**src/rtl/spi_shift_pkg.sv**
```systemverilog
// Shared definitions for the SPI frame shifter: FSM state encoding and default frame width.
package spi_shift_pkg;

  localparam int DEFAULT_WIDTH = 8;

  typedef enum logic [1:0] {
    IDLE  = 2'd0,
    SHIFT = 2'd1,
    DONE  = 2'd2
  } state_t;

endpackage

```
**src/rtl/spi_frame_shifter_if.sv**
```systemverilog
// Frame-level bus of the SPI frame shifter; rx_parity exists only with SPI_FRAME_SHIFTER_PARITY_EN.
interface spi_frame_shifter_if
  import spi_shift_pkg::*;
#(
  parameter int WIDTH = DEFAULT_WIDTH
);

  // start is a request taken only while idle (busy=0, done=0); it is never queued.
  // shift_en qualifies serial_in for one bit; done is a one-cycle completion strobe.
  logic             start;
  logic             lsb_first;
  logic [WIDTH-1:0] parallel_in;
  logic             shift_en;
  logic             serial_in;
  logic             serial_out;
  logic [WIDTH-1:0] parallel_out;
  logic             busy;
  logic             done;
  state_t           fsm_state;
`ifdef SPI_FRAME_SHIFTER_PARITY_EN
  logic             rx_parity;
`endif

  modport master (
    output start, lsb_first, parallel_in, shift_en, serial_in,
    input  serial_out, parallel_out, busy, done, fsm_state
`ifdef SPI_FRAME_SHIFTER_PARITY_EN
    , input rx_parity
`endif
  );

  modport slave (
    input  start, lsb_first, parallel_in, shift_en, serial_in,
    output serial_out, parallel_out, busy, done, fsm_state
`ifdef SPI_FRAME_SHIFTER_PARITY_EN
    , output rx_parity
`endif
  );

endinterface

```
**src/rtl/shift_bit_counter.sv**
```systemverilog
// Bit counter for one frame; last flags the tick that carries the final bit.
module shift_bit_counter #(
  parameter int WIDTH = 8,
  parameter int CNT_W = $clog2(WIDTH)
) (
  input  logic clk,
  input  logic clear,
  input  logic load,
  input  logic inc,
  output logic last
);

  logic [CNT_W-1:0] cnt;

  always_ff @(posedge clk) begin
    if (clear) begin
      cnt <= '0;
    end else if (load) begin
      cnt <= '0;
    end else if (inc) begin
      cnt <= cnt + CNT_W'(1);
    end
  end

  assign last = (cnt == CNT_W'(WIDTH - 1));

endmodule

```
**src/rtl/spi_frame_shifter.sv**
```systemverilog
// Full-duplex SPI frame shifter with selectable bit order.
// Optional rx_parity output is enabled by defining SPI_FRAME_SHIFTER_PARITY_EN.
module spi_frame_shifter
  import spi_shift_pkg::*;
#(
  parameter  int WIDTH = DEFAULT_WIDTH,
  localparam int CNT_W = $clog2(WIDTH)
) (
  input  logic                clk,
  input  logic                clear,
  spi_frame_shifter_if.slave  bus
);

  state_t           state;
  state_t           state_nx;
  logic [WIDTH-1:0] sr;
  logic [WIDTH-1:0] sr_shifted;
  logic [WIDTH-1:0] rx_word;
  logic             order_lsb;
  logic             accept;
  logic             tick;
  logic             cnt_last;

  shift_bit_counter #(
    .WIDTH (WIDTH),
    .CNT_W (CNT_W)
  ) u_cnt (
    .clk   (clk),
    .clear (clear),
    .load  (accept),
    .inc   (tick),
    .last  (cnt_last)
  );

  always_comb begin
    state_nx = state;
    accept   = 1'b0;
    tick     = 1'b0;
    case (state)
      IDLE: begin
        if (bus.start) begin
          accept   = 1'b1;
          state_nx = SHIFT;
        end
      end
      SHIFT: begin
        if (bus.shift_en) begin
          tick = 1'b1;
          if (cnt_last) state_nx = DONE;
        end
      end
      DONE:    state_nx = IDLE;
      default: state_nx = IDLE;
    endcase
  end

  // Incoming bit enters at the end opposite to the one being transmitted.
  assign sr_shifted = order_lsb ? {bus.serial_in, sr[WIDTH-1:1]}
                                : {sr[WIDTH-2:0], bus.serial_in};

  always_ff @(posedge clk) begin
    if (clear) begin
      state     <= IDLE;
      sr        <= '0;
      order_lsb <= 1'b0;
      rx_word   <= '0;
    end else begin
      state <= state_nx;
      if (accept) begin
        sr        <= bus.parallel_in;
        order_lsb <= bus.lsb_first;
      end else if (tick) begin
        sr <= sr_shifted;
      end
      if (tick && cnt_last) rx_word <= sr_shifted;
    end
  end

`ifdef SPI_FRAME_SHIFTER_PARITY_EN
  logic rx_par;

  always_ff @(posedge clk) begin
    if (clear) begin
      rx_par <= 1'b0;
    end else if (tick && cnt_last) begin
      rx_par <= ^sr_shifted;
    end
  end

  assign bus.rx_parity = rx_par;
`endif

  assign bus.busy         = (state == SHIFT);
  assign bus.done         = (state == DONE);
  assign bus.serial_out   = bus.busy ? (order_lsb ? sr[0] : sr[WIDTH-1]) : 1'b0;
  assign bus.parallel_out = rx_word;
  assign bus.fsm_state    = state;

endmodule

```
**src/flat_wrapper.sv**
```systemverilog
// flat-port wrapper written by rule: the top's interface ports become plain ports
module spi_frame_shifter_flat import spi_shift_pkg::*;
#(
  parameter  int WIDTH = DEFAULT_WIDTH,
  localparam int CNT_W = $clog2(WIDTH)
)
  (clk, clear, bus_start, bus_lsb_first, bus_parallel_in, bus_shift_en, bus_serial_in, bus_serial_out, bus_parallel_out, bus_busy, bus_done, bus_fsm_state);
  spi_frame_shifter_if #(.WIDTH(WIDTH)) bus_i ();
  input  logic clk;
  input  logic clear;
  input wire logic [$bits(bus_i.start)-1:0] bus_start;
  input wire logic [$bits(bus_i.lsb_first)-1:0] bus_lsb_first;
  input wire logic [$bits(bus_i.parallel_in)-1:0] bus_parallel_in;
  input wire logic [$bits(bus_i.shift_en)-1:0] bus_shift_en;
  input wire logic [$bits(bus_i.serial_in)-1:0] bus_serial_in;
  output wire logic [$bits(bus_i.serial_out)-1:0] bus_serial_out;
  output wire logic [$bits(bus_i.parallel_out)-1:0] bus_parallel_out;
  output wire logic [$bits(bus_i.busy)-1:0] bus_busy;
  output wire logic [$bits(bus_i.done)-1:0] bus_done;
  output wire logic [$bits(bus_i.fsm_state)-1:0] bus_fsm_state;
  assign bus_i.start = bus_start;
  assign bus_i.lsb_first = bus_lsb_first;
  assign bus_i.parallel_in = bus_parallel_in;
  assign bus_i.shift_en = bus_shift_en;
  assign bus_i.serial_in = bus_serial_in;
  assign bus_serial_out = bus_i.serial_out;
  assign bus_parallel_out = bus_i.parallel_out;
  assign bus_busy = bus_i.busy;
  assign bus_done = bus_i.done;
  assign bus_fsm_state = bus_i.fsm_state;
  spi_frame_shifter #(.WIDTH(WIDTH)) u_core (.clk(clk), .clear(clear), .bus(bus_i));
endmodule
```
**config.mk**
```make
export PLATFORM = sky130hd
export DESIGN_NAME = spi_frame_shifter_flat
export DESIGN_NICKNAME = d
export VERILOG_FILES = /design/src/rtl/spi_shift_pkg.sv /design/src/rtl/spi_frame_shifter_if.sv /design/src/rtl/shift_bit_counter.sv /design/src/rtl/spi_frame_shifter.sv /design/src/flat_wrapper.sv
export SDC_FILE = /design/constraint.sdc
export NUM_CORES = 1
export LEC_CHECK = 0
export CORE_MARGIN = 5
export CORE_UTILIZATION = 40
export CTS_CLUSTER_DIAMETER = 60
export DETAILED_ROUTE_END_ITERATION = 8
export MAX_ROUTING_LAYER = met4
export PLACE_DENSITY = 0.79
export SLEW_MARGIN = 25
export SYNTH_ARGS = -nofsm -noshare
export SYNTH_HDL_FRONTEND = slang
export SYNTH_SLANG_ARGS = --single-unit
```
**constraint.sdc**
```tcl
create_clock -name clk -period 1.2 [get_ports clk]
set_input_delay 0.12 -clock clk [delete_from_list [all_inputs] [get_ports clk]]
set_output_delay 0.12 -clock clk [all_outputs]
set_load 0.005 [all_outputs]
```
==> summary.md <==
| Metric | Value |
|---|---|
| Final hold slack | `0.356 ns` |
| Iteration-0 DRC Markers | `31` |
| Chip Width | `60.3 um` |
| Worst slew pin tran | `0.340 ns` |
| H-tree levels | `1` |
| Antenna cells | `0` |
| Post-DP HPWL | `1.93 mm` |
| Final nets | `175` |
| FP Rows | `18` |
| Maximum number of pins on one net before global-route repair | `23` |
| Gr ovfl total | `0` |
| Synth warnings | `0` |
| Setup crit end kind | `register` |
| RSZ-0062 raised after global routing | `yes` |
| Die ar. | `0.00364 mm2` |
| Final Hold Fails | `0` |
| Sequential area share after synthesis | `43.5%` |
| Core area | `0.00245 mm2` |
| Num CTS Buffers | `3` |
| Clock Skew | `0.00110 ns` |
| Fmax | `732 MHz` |
| Max_cap viols | `0` |
| Slew HR | `76.7%` |
| Tmin final | `1.37 ns` |
| Synth Area in XOR/XNOR | `0.865%` |
| CP max FO | `7` |
| Synthesized area | `0.00101 mm2` |
| Ports | `27` |
| Largest family of logic cells by synthesized area | `simple AND/OR/NAND/NOR gates` |
| Power share of the sequential group | `51.0%` |
| Die Height | `60.3 um` |
| Switching power | `0.000436 W` |
| Global-route wire length before repair | `5.42 mm` |
| DP Worst Slack | `-0.255 ns` |
| Fillers | `146` |
| Avg Inst Size Synth | `9.73 um2` |
| Switch share | `28.3%` |
| Setup CP Type | `register to register` |
| P_int | `0.00110 W` |
| CTS Hold Bufs | `0` |
| Vias per cell | `5.89` |
| Clock slew at reported path FFs | `0.12 ns` |
| Clock Power Share | `22.6%` |
| Gr usage total | `20.8%` |
| RePlAce Congestion | `0.814` |
| Clock sinks | `22` |
| Complex-gate fraction of the synthesized area | `17.2%` |
| Proportion of layout cells with a drive suffix above 1 | `55.4%` |
| Simple-gate share of the synthesized area | `19.4%` |
| Fin area | `0.00176 mm2` |
| Crit path launch type | `register` |
| Initial Utilization | `41.2%` |
| Worst-Skew Late Latency | `0.31 ns` |
| Final worst path period share | `114%` |
| Area grow syn2layout | `74.0%` |
| Port bufs | `26` |
| PwrDens | `874 mW/mm2` |
| Failing checks | `setup timing` |
| Power share of the combinational group | `26.4%` |
| Syn nets | `120` |
| Register bit count reported by yosys | `22` |
| Area after DPL | `0.00144 mm2` |
| Mux share of post-synthesis cell area | `11.6%` |
| Fin. max-slew vios | `0` |
| Critical Path RT | `1.42 ns` |
| Final wirelength | `3.61 mm` |
| First-pass DRT Iterations | `4` |
| Vias in the first global route | `1065` |
| Crit path arrival time | `1.58 ns` |
| CTS tree | `yes` |
| Tightest Hold Check Type | `primary input to register` |
| Status | `finished with violations` |
| Post-route setup slack | `-0.166 ns` |
| Leakage | `0.700 nW` |
| Setup Viol. Count Final | `23` |
| DR vias | `1102` |
| Fraction of the mapped netlist area in adder cells | `2.47%` |
| Initial antenna violation count | `0` |
| Most common cell after layout, fill and taps aside | `buf_6` |
| Peak VDD IR | `0.687 mV` |
| Synth Instances | `104` |
| Yosys cell types | `26` |
| DR WL/cell | `19.3 um` |
| DRC Markers | `0` |
| Commonest cells after routing, fill and taps aside | `buf_6 (17), clkdlybuf4s50_1 (13), buf_4 (13), dfxtp_2 (12), nor2_1 (11)` |
| Clk buf depth | `2` |
| Routed Antenna Nets | `0` |
| Root Buffer | `clkbuf_4` |
## flip-flops by register name (all words and copies together), names as in the netlist
name	cells
u_core.u_cnt.cnt	3
u_core.order_lsb	1
u_core.bus.fsm_state	2
u_core.bus.parallel_out	8
u_core.sr	8
## cell usage after synthesis (all sizes together)
library cell	n	area (um2)
a2111oi	2	30.0
a211oi	2	15.0
a21oi	8	40.0
a22oi	6	45.0
a32oi	5	43.8
and2b	1	7.51
and3b	1	8.76
and4b	1	10.0
buf	5	37.5
clkbuf	3	12.5
dfxtp	22	440
ha	2	25.0
mux2	6	67.6
mux2i	5	50.1
nand2	3	11.3
nand3	6	30.0
nand3b	1	7.51
nand4b	1	8.76
nor2	13	48.8
nor2b	2	12.5
nor3	6	30.0
nor3b	1	12.5
or3b	1	8.76
xnor2	1	8.76
## cells by family (layout without fill, tap and decap cells)
| logic type | Yosys count | count (layout) |
|---|---|---|
| XOR/XNOR | 1 | 1 |
| buffers and inverters | 8 | 60 |
| AO/OA/AOI/OAI | 23 | 23 |
| adder cells (fa/ha/maj) | 2 | 2 |
| multiplexers | 11 | 11 |
| AND/OR/NAND/NOR | 37 | 38 |
| flip-flops | 22 | 22 |
## what timing repair did
action / 4_1_cts / 5_1_grt
cloned: 2 / 0
pin swaps: 28 / 7
buffers inserted: 8 / 4
hold endpoints to repair: 0 / 0
resized for setup: 75 / 11
setup endpoints to repair: 32 / 26
## critical path, stage by stage, from the launching register on
cell,delay [ns]
dfxtp_4,0.38
buf_6,0.13
and3b_2,0.35
buf_6,0.14
mux2i_1,0.20
nor3_1,0.06
## area by class of cell
class / count / area, um2 / share of cell area [%]
well taps: 30 / 37.5 / 2.13
clock buffers: 3 / 22.5 / 1.28
repair buffers: 57 / 539 / 30.6
multi-input cells: 75 / 703 / 39.9
flip-flops and latches: 22 / 459 / 26.1
## layer usage
| layer | up-vias | share of wire, % | track usage, % |
|---|---|---|---|
| met3 | 16 | 4.3 | 3.89 |
| met2 | 48 | 50 | 34.4 |
| li1 | 499 | - | - |
| met5 | - | 0 | - |
| met4 | 0 | 3.8 | 7.59 |
| met1 | 539 | 42 | 25.0 |
## power groups by stage
| stage | clock network [W] | registers (W) | logic, W |
|---|---|---|---|
| floorplan | 0 | 0.000792 | 0.000141 |
| global placement | 0 | 0.000796 | 0.000263 |
| detailed placement | 0 | 0.000798 | 0.000269 |
| CTS | 0.000336 | 0.000781 | 0.000366 |
| global route | 0.000381 | 0.000786 | 0.000428 |
| finish | 0.000348 | 0.000785 | 0.000406 |
## stage by stage
stage	setup TNS [ns]	instances	util [%]	total power, W
finish	-2.24	187	71.8	0.00154
global placement	-3.73	170	58.5	0.00106
detailed placement	-4.52	170	58.5	0.00107
CTS	-1.27	183	69.2	0.00148
global route	-3.36	187	71.8	0.00159
floorplan	-0.540	104	-	0.000933
## path summary, 6_finish.rpt
check | start | end | slack, ns | depth (start not counted)
setup / recovery | u_core.bus.fsm_state[1]$_SDFFE_PP0P_ | u_core.u_cnt.cnt[2]$_SDFFE_PP0P_ | -0.17 | 5
setup reg to reg | u_core.bus.fsm_state[1]$_SDFFE_PP0P_ | u_core.u_cnt.cnt[2]$_SDFFE_PP0P_ | -0.17 | 5
hold / removal | bus_lsb_first | u_core.order_lsb$_SDFFE_PP0P_ | 0.36 | 3
hold reg to reg | u_core.bus.parallel_out[6]$_SDFFE_PP0P_ | u_core.bus.parallel_out[6]$_SDFFE_PP0P_ | 0.50 | 2
No activity file was read; power rests on OpenSTA's default activity.
